## config.mk

```make
export PLATFORM = sky130hd
export DESIGN_NAME = serial_adder
export DESIGN_NICKNAME = d
export VERILOG_FILES = /design/src/rtl/serial_adder.sv
export SDC_FILE = /design/constraint.sdc
export NUM_CORES = 1
export LEC_CHECK = 0
export CORE_MARGIN = 4
export CORE_UTILIZATION = 46
export DETAILED_ROUTE_END_ITERATION = 12
export PLACE_DENSITY = 0.71
export SLEW_MARGIN = 10
export SYNTH_ARGS = -nofsm -noshare
export SYNTH_HDL_FRONTEND = slang
export SYNTH_SLANG_ARGS = --single-unit
```

## constraint.sdc

```tcl
create_clock -name clk -period 3.1 [get_ports clk]
set_clock_uncertainty 0.15 [all_clocks]
set_input_delay 0.62 -clock clk [delete_from_list [all_inputs] [get_ports clk]]
set_output_delay 0.62 -clock clk [all_outputs]
set_load 0.005 [all_outputs]
```

## src/rtl/serial_adder.sv

```systemverilog
// serial_adder: digit-serial adder/subtractor. Operands are latched on start,
// then DIGIT bits are summed per cycle, LSB first. A registered carry links
// each digit to the next. The result, carry-out and signed overflow appear
// together with a one-cycle done pulse after WIDTH/DIGIT cycles in RUN.
module serial_adder #(
  parameter int WIDTH = 8,
  parameter int DIGIT = 1
) (
  input  logic             clk,
  input  logic             rst_n,
  input  logic             start,
  input  logic             sub,
  input  logic [WIDTH-1:0] a,
  input  logic [WIDTH-1:0] b,
  output logic             busy,
  output logic             done,
  output logic [WIDTH-1:0] sum,
  output logic             carry_out,
  output logic             overflow
);

  localparam int NDIG = WIDTH / DIGIT;
  localparam int CW   = (NDIG > 1) ? $clog2(NDIG) : 1;
  localparam logic [CW-1:0] LAST = CW'(NDIG - 1);

  localparam logic [1:0] IDLE = 2'd0;
  localparam logic [1:0] RUN  = 2'd1;
  localparam logic [1:0] DONE = 2'd2;

  // Reject parameter sets where the digit does not tile the word exactly.
  generate
    if (WIDTH < 2 || DIGIT < 1 || (WIDTH % DIGIT) != 0) begin : g_bad_params
      $error("serial_adder: WIDTH must be >= 2 and an exact multiple of DIGIT");
    end
  endgenerate

  logic [1:0]       state;
  logic [WIDTH-1:0] opa;
  logic [WIDTH-1:0] opb;
  logic [WIDTH-1:0] part;
  logic             carry;
  logic [CW-1:0]    cnt;

  logic [DIGIT:0]   slice;
  logic [WIDTH-1:0] part_next;
  logic             slice_ovf;

  // One digit of addition plus the partial result with that digit shifted in
  // at the top. Overflow is derived from the slice's top bit: equal operand
  // signs with a different result sign is the same as carry-in XOR carry-out.
  always_comb begin
    slice     = {1'b0, opa[DIGIT-1:0]} + {1'b0, opb[DIGIT-1:0]} + {{DIGIT{1'b0}}, carry};
    part_next = WIDTH'({slice[DIGIT-1:0], part} >> DIGIT);
    slice_ovf = (opa[DIGIT-1] == opb[DIGIT-1]) && (slice[DIGIT-1] != opa[DIGIT-1]);
  end

  // Control FSM and datapath. Subtraction is a + ~b + 1, so b is inverted at
  // load time and the initial carry is set to sub. A start in IDLE or DONE
  // loads a new operation; a start while in RUN is ignored.
  always_ff @(posedge clk or negedge rst_n) begin
    if (!rst_n) begin
      state     <= IDLE;
      busy      <= 1'b0;
      done      <= 1'b0;
      sum       <= '0;
      carry_out <= 1'b0;
      overflow  <= 1'b0;
      opa       <= '0;
      opb       <= '0;
      part      <= '0;
      carry     <= 1'b0;
      cnt       <= '0;
    end else begin
      done <= 1'b0;
      if (state == RUN) begin
        opa   <= opa >> DIGIT;
        opb   <= opb >> DIGIT;
        part  <= part_next;
        carry <= slice[DIGIT];
        cnt   <= cnt + 1'b1;
        if (cnt == LAST) begin
          state     <= DONE;
          busy      <= 1'b0;
          done      <= 1'b1;
          sum       <= part_next;
          carry_out <= slice[DIGIT];
          overflow  <= slice_ovf;
        end
      end else if (start) begin
        state <= RUN;
        busy  <= 1'b1;
        opa   <= a;
        opb   <= b ^ {WIDTH{sub}};
        carry <= sub;
        cnt   <= '0;
        part  <= '0;
      end else begin
        state <= IDLE;
        busy  <= 1'b0;
      end
    end
  end

endmodule

```

After elaboration in Yosys (flattened, before gate mapping)

Index checks and enable logic that the tools add are counted.

Reduce and logical (&&, ||, !) cells: 3
$add $sub $neg: 3
Bitwise operators: 1
Equality and inequality tests: 5
Muxes and demuxes: 18

Operators with widths:

| cell                                                                   | number |
|---|---|
| 8-bit two-way mux                                                      | 6 |
| 1-bit two-way mux                                                      | 8 |
| 8-bit XOR                                                              | 1 |
| 3-bit two-way mux                                                      | 2 |
| 2-bit two-way mux                                                      | 2 |
| 3-bit by 1-bit adder with 3-bit output (second input constant)         | 1 |
| 3-bit equality test (second input constant)                            | 1 |
| 1-bit by 1-bit adder with 2-bit output                                 | 1 |
| 2-bit by 1-bit adder with 2-bit output                                 | 1 |
| 2-bit by 1-bit equality test with 1-bit output (second input constant) | 1 |
| 2-bit by 1-bit != test with 1-bit output (second input constant)       | 1 |
| 2-bit AND reduction                                                    | 1 |
| 2-bit nonzero test                                                     | 1 |
| 1-bit equality test                                                    | 1 |
| 1-bit logical AND                                                      | 1 |
| 1-bit != test                                                          | 1 |

Word-level logic and storage cells: 41
Output and inout bits: 12
Bits of input ports: 20
Flip-flop bits (word level): 42

Depth between registers and ports, before layout

Gate-level depths: netlist of run 1.

Depth after elaboration: 4
Mapped depth: 6

Least setup slack after synthesis of run 1

Ideal clock, no wire load.

Path kind: reg-to-reg
Start point: register opa[0]
End point: register overflow
Setup time: 0.082 ns
Cell stages (with the launch flop): 5
Setup slack: 1.463 ns
Clock period less this slack: 1.637 ns
Path buffers: 0
Data required time: 2.868 ns
Data arrival time: 1.405 ns
Path through: dfrtp_1 inv_1 fa_1 or3_1 a31oi_1

Longest elaborated chain between the ends: 4
Elaborated cells between the ends (all ways): 5

RTL lines:

| what                                   | line | RTL |
|---|---|---|
| from (decl)                            | 38   | `logic [WIDTH-1:0] opa;` |
| from (signal assigned)                 | 76   | `opa <= opa >> DIGIT;` |
| 1-bit by 1-bit adder with 2-bit output | 52   | `slice = {1'b0, opa[DIGIT-1:0]} + {1'b0, opb[DIGIT-1:0]} + {{DIGIT{1'b0}}, carry};` |
| 2-bit by 1-bit adder with 2-bit output | 52   |  |
| 1-bit != test                          | 54   | `slice_ovf = (opa[DIGIT-1] == opb[DIGIT-1]) && (slice[DIGIT-1] != opa[DIGIT-1]);` |
| 1-bit logical AND (*)                  | 54   |  |
| to (signal assigned)                   | 87   | `overflow <= slice_ovf;` |
| to (decl)                              | 19   | `output logic overflow` |

Mark *: on every way between the ends. The rest lies on a longest branch, timed or not.
A chain may end at the register's enable or synchronous reset.

==> flow_metrics.py, run 1 <==
metrics = {
    "status": {
        "status": "completed",
    },
    "die": {
        "rows": 22,
        "die_h_um": 70.9,
        "die_area_um2": 5030,
        "die_w_um": 70.9,
        "ios": 32,
        "core_area_um2": 3740,
        "start_util": 0.486,
    },
    "worst_setup_path": {
        "cp_max_fo": 4,
        "rr_worst_depth": 4,
        "cp.arrival_ns": 1.26,
        "cp_slowest_stage_delay_ns": 0.54,
        "r2r_slack_ns": 1.31,
        "crit_path_end_kind": "output port",
        "worst_path_max_delay_cell": "clkdlybuf4s50_1",
        "critical_path_class": "flip-flop to output port",
        "r2r-end": "overflow",
        "r2r_start": "opa[0]",
        "crit_path_start_kind": "flip-flop",
        "path_delay_family": "buffers and inverters",
        "critPathRequiredTime_ns": 2.33,
        "cp_cell_sequence": "clkdlybuf4s50_1",
        "path_buf_inv": 1,
    },
    "pwr": {
        "leakagePower_nw": 1.05,
        "total_power_mw": 1.99,
        "vdd_ir_drop_max_mv": 0.415,
        "p_per_area_nw_per_um2": 889,
    },
    "sta": {
        "final-setup-viol-count": 0,
        "worst_pin_slew_ns": 0.842,
        "fin_tns_setup_ns": 0,
        "hold_viol": 0,
        "slew_violations": 0,
        "max_freq_mhz": 492,
        "relSlewSlack": 0.438,
        "fin_crit_sh": 0.655,
        "period_minus_slack_ns": 2.03,
        "setup_ws_ns": 1.07,
        "rsz0062_at_grt": "no",
    },
    "route": {
        "drt_iter0_markers": 66,
        "vias_per_cell": 5.12,
        "finalWirelength_mm": 3.13,
        "ant_nets": 0,
        "via_count": 1228,
        "wl_per_cell_um": 13.0,
        "drt-pass1-iter-count": 4,
        "drc_errors": 0,
    },
    "global_routing": {
        "grt_pass1_wl_mm": 5.53,
        "overflow": 0,
        "antenna_found_initial": 0,
        "grt_pass1_vias": 1252,
        "grt_usage": 0.137,
        "grt_max_degree": 51,
    },
    "min_path": {
        "hold_path.class": "input pin to asynchronous set/reset pin",
    },
    "placed_design": {
        "dp.final_hpwl_mm": 2.19,
        "dp_slack_ns": 0.979,
        "place.gp.congestion": 0.711,
        "port_buffers": 31,
    },
    "cts": {
        "cts_root_buffer": "clkbuf_8",
        "h-tree-depth": 2,
        "cts_sinks": 40,
        "cts_tree": "built",
        "tritoncts.num_buffers": 5,
        "cts_setup_buffers": 0,
        "cts_resized": 0,
        "clkTransAtPathRegs_ns": 0.08,
        "clk_latency_ns": 0.29,
        "clockBufferDepth": 2,
        "postCtsHoldBufs": 0,
    },
    "synthesis": {
        "yosysSeqAreaShare": 0.550,
        "synth_top_cell_by_area": "dfrtp_1",
        "synth_compound_area_frac": 0.0873,
        "synth_cell_type_count": 27,
        "syn-num-nets": 185,
        "syn_area_per_cell_um2": 11.2,
        "ys_warn_count": 0,
        "syn-cell-area_um2": 1820,
        "synth-xor-area-share": 0.0385,
        "synth_top_family_by_area": "multiplexers",
        "synth_simple_gate_area_share": 0.118,
        "synth_cells": 162,
        "synthMuxAreaShare": 0.134,
        "synthTopCellsByArea": "dfrtp_1 55%, mux2i_1 8.2%, o21ai_0 6.9%",
        "ys_ff_latch": 40,
        "synth-adder-area-share": 0.0247,
        "synth_top_area_share": 0.550,
    },
    "finish": {
        "final_layout_size_suffix_gt1_frac": 0.0990,
        "fin_nets": 214,
        "diodes": 0,
        "syn2layout_area_growth_pct": 22.7,
    },
    "flow_run": {
        "max-cap-violations": 0,
    },
}
==> cell usage after synthesis, drive strengths merged <==
cell	n
a211oi	1
a21oi	2
a31oi	1
and2b	1
buf	9
clkbuf	1
dfrtp	40
fa	1
ha	2
inv	5
mux2	8
mux2i	15
nand2	25
nand2b	8
nand3	1
nand3b	2
nor2	4
o211a	1
o21ai	25
or2b	1
or3	1
xnor2	1
xor2	7
==> flip-flops by register name (all words and copies together), names as in the netlist <==
name,cells
opa,8
opb,8
sum,8
part,7
cnt,3
state,2
carry,1
carry_out,1
done,1
overflow,1
==> metal layers <==
layer / GRT usage / vias up / part of all wire
met3: 0.0412 / 5 / 0.065
met4: 0.0585 / 0 / 0.013
li1: - / 596 / -
met1: 0.170 / 584 / 0.43
met5: 0 / - / 0
met2: 0.222 / 43 / 0.49
==> stage by stage <==
stage          cells  cell area (um2)   util  hold WS [ns]
2_1_floorplan    162             1820      -         0.174
3_3_place_gp     232             2130  0.568         0.309
3_5_place_dp     232             2130  0.568         0.318
4_1_cts          240             2230  0.597         0.313
5_1_grt          240             2230  0.597         0.357
6_report         240             2230  0.597         0.277
==> placed cells by master, fill, tap and decap left out <==
master,synthesis,layout
clkbuf_8,0,5
nand3b_1,1,1
fa_1,1,1
xor2_1,7,7
a21oi_1,2,2
mux2_2,7,7
xnor2_1,1,1
mux2i_1,15,15
nand2b_1,8,8
a31oi_1,1,1
dfrtp_1,40,40
clkdlybuf4s50_1,0,30
mux2_4,1,1
nor2_1,4,4
bufinv_16,0,1
nand3b_4,1,1
buf_4,2,1
inv_1,5,5
o21ai_0,25,25
or3_1,1,1
o211a_1,1,1
clkinv_2,0,1
a211oi_1,1,1
and2b_4,1,1
or2b_1,1,1
clkbuf_1,0,1
buf_2,5,1
ha_1,2,2
nand2_1,25,25
nand3_1,1,1
==> cell type report <==
class                   count  area [um2]
well taps                  48        60.1
fillers                   335        1510
repair buffers             32         313
flip-flops and latches     40        1000
clock inverters             2        35.0
inverters                   5        18.8
multi-input cells         107         733
clock buffers               6        72.6
==> where the power goes <==
part	internal (mW)	switching [mW]	leakage (nW)
combinational	0.356	0.340	0.477
clock	0.239	0.172	0.0552
sequential	0.745	0.134	0.515
total	1.34	0.645	1.05
==> how the worst max path moves through the flow <==
stage	startpoint	end	slack (ns)	cells after the start
floorplan	opa[0]	overflow	1.46	4
global placement	start	cnt[0]	1.05	4
detailed placement	sub	opb[6]	0.98	4
CTS	state[0]	busy	1.06	1
global route	state[0]	busy	1.03	1
finish	state[0]	busy	1.07	1
==> cells by family (layout without fill, tap and decap cells) <==
logic type | count (synthesis) | count (layout)
adder cells (fa/ha/maj) | 3 | 3
XOR/XNOR | 8 | 8
AO/OA/AOI/OAI | 30 | 30
AND/OR/NAND/NOR | 43 | 43
flip-flops | 40 | 40
multiplexers | 23 | 23
buffers and inverters | 15 | 45
Power figures use the tool's default switching activity.
==> run 2, diff against run 1 <==
- PLACE_DENSITY: 0.71 -> 0.74
- clock period: 3.1 -> 1.85 ns (I/O delays scaled with it)
==> flow_metrics.py, run 2 (same netlist as run 1, synthesis figures left out) <==
metrics = {
    "status": {
        "status": "completed",
    },
    "cts": {
        "clk_latency_ns": 0.30,
        "cts_sinks": 40,
        "clockBufferDepth": 2,
        "cts_tree": "built",
        "cts_resized": 0,
        "clkTransAtPathRegs_ns": 0.08,
        "tritoncts.num_buffers": 5,
        "h-tree-depth": 2,
        "cts_root_buffer": "clkbuf_8",
    },
    "die": {
        "die_w_um": 70.9,
        "die_area_um2": 5030,
        "core_area_um2": 3740,
        "start_util": 0.486,
        "rows": 22,
        "ios": 32,
        "die_h_um": 70.9,
    },
    "finish": {
        "fin_area_um2": 2310,
        "final_cell_mix": "40 x dfrtp_1, 30 x clkdlybuf4s50_1, 25 x nand2_1, 25 x o21ai_0, 15 x mux2i_1",
        "stdcell_count": 246,
        "final_layout_size_suffix_gt1_frac": 0.126,
        "final_core_util": 0.616,
        "diodes": 0,
        "nFillCells": 314,
        "layout_commonest_cell": "dfrtp_1",
        "reg_top3": "opa x8, opb x8, sum x8",
        "syn2layout_area_growth_pct": 26.7,
        "fin_nets": 220,
    },
    "global_routing": {
        "overflow": 0,
        "grt_pass1_wl_mm": 5.53,
        "grt_max_degree": 30,
        "grt_pass1_vias": 1269,
        "antenna_found_initial": 0,
        "grt_usage": 0.140,
    },
    "min_path": {
        "hp-start": "sum[7]",
        "hold_path.class": "flip-flop to flip-flop",
        "holdPathStages": 2,
        "worstHoldEndpoint": "sum[7]",
    },
    "route": {
        "via_count": 1242,
        "met1_length_mm": 1.39,
        "ant_nets": 0,
        "finalWirelength_mm": 3.09,
        "drt-pass1-iter-count": 4,
        "drc_errors": 0,
        "drt_iter0_markers": 68,
        "wl_per_cell_um": 12.5,
        "vias_per_cell": 5.05,
        "wl_met2_mm": 1.45,
        "met3_length_um": 177,
        "top_layer": "met4",
    },
    "sta": {
        "worst_pin_slew_ns": 0.418,
        "fin_tns_setup_ns": 0,
        "final-setup-viol-count": 0,
        "hold_viol": 0,
        "relSlewSlack": 0.721,
        "period_minus_slack_ns": 1.78,
        "fin_crit_sh": 0.965,
        "slew_violations": 0,
        "rsz0062_at_grt": "no",
        "max_freq_mhz": 560,
    },
    "worst_setup_path": {
        "path_delay_family": "buffers and inverters",
        "critical_path_class": "flip-flop to output port",
        "rr_worst_depth": 4,
        "crit_path_end_kind": "output port",
        "cp_slowest_stage_delay_ns": 0.54,
        "r2r-end": "overflow",
        "cp_max_fo": 4,
        "cp.arrival_ns": 1.26,
        "r2r_start": "opa[0]",
        "crit_path_start_kind": "flip-flop",
        "critPathRequiredTime_ns": 1.33,
        "path_buf_inv": 1,
        "cp_cell_sequence": "clkdlybuf4s50_1",
        "r2r_slack_ns": 0.13,
        "worst_path_max_delay_cell": "clkdlybuf4s50_1",
    },
    "pwr": {
        "vdd_ir_drop_max_mv": 0.554,
        "p_per_area_nw_per_um2": 1480,
        "leakagePower_nw": 1.09,
        "total_power_mw": 3.42,
    },
    "placed_design": {
        "port_buffers": 31,
        "dp_cells": 237,
        "place.gp.congestion": 0.805,
        "place_area_um2": 2180,
        "dp.final_hpwl_mm": 2.24,
    },
    "flow_run": {
        "max-cap-violations": 0,
    },
}
==> run 2: area by class of cell <==
class | count | area, um2 | share of cell area
clock buffers | 6 | 82.6 | 0.0358
repair buffers | 38 | 373 | 0.162
inverters | 5 | 18.8 | 0.00813
multi-input cells | 107 | 733 | 0.318
flip-flops and latches | 40 | 1000 | 0.434
well taps | 48 | 60.1 | 0.0260
clock inverters | 2 | 38.8 | 0.0168
==> run 2: where the power goes <==
part | switching, mW | leakage (nW) | internal [mW]
logic | 0.571 | 0.509 | 0.638
clock network | 0.308 | 0.0614 | 0.441
registers | 0.217 | 0.515 | 1.25
total | 1.10 | 1.09 | 2.33
==> run 2: worst max path at each step <==
stage | startpoint | to | slack (ns) | depth (start not counted)
floorplan | opa[0] | overflow | 0.21 | 4
global placement | start | cnt[0] | 0.16 | 4
detailed placement | opa[0] | overflow | 0.14 | 4
CTS | state[0] | busy | 0.04 | 1
global route | state[0] | busy | 0.004 | 1
finish | state[0] | busy | 0.07 | 1
==> run 2: metal layers <==
layer  GRT usage  vias to the layer above
met5           0                        -
met4      0.0835                        0
met3      0.0355                       11
met2       0.225                       34
met1       0.171                      584
li1            -                      613
==> run 2: metrics by stage <==
stage	hold WS (ns)	setup WS, ns
floorplan	-0.0756	0.213
global placement	0.179	0.163
detailed placement	0.181	0.142
CTS	0.341	0.0405
global route	0.369	0.00385
finish	0.333	0.0652
==> run 2: repair_timing <==
action,4_1_cts,5_1_grt
hold buffers,1,0
endpoints found under the hold margin,18,0
endpoints found under the setup margin,0,0
setup buffers,0,0
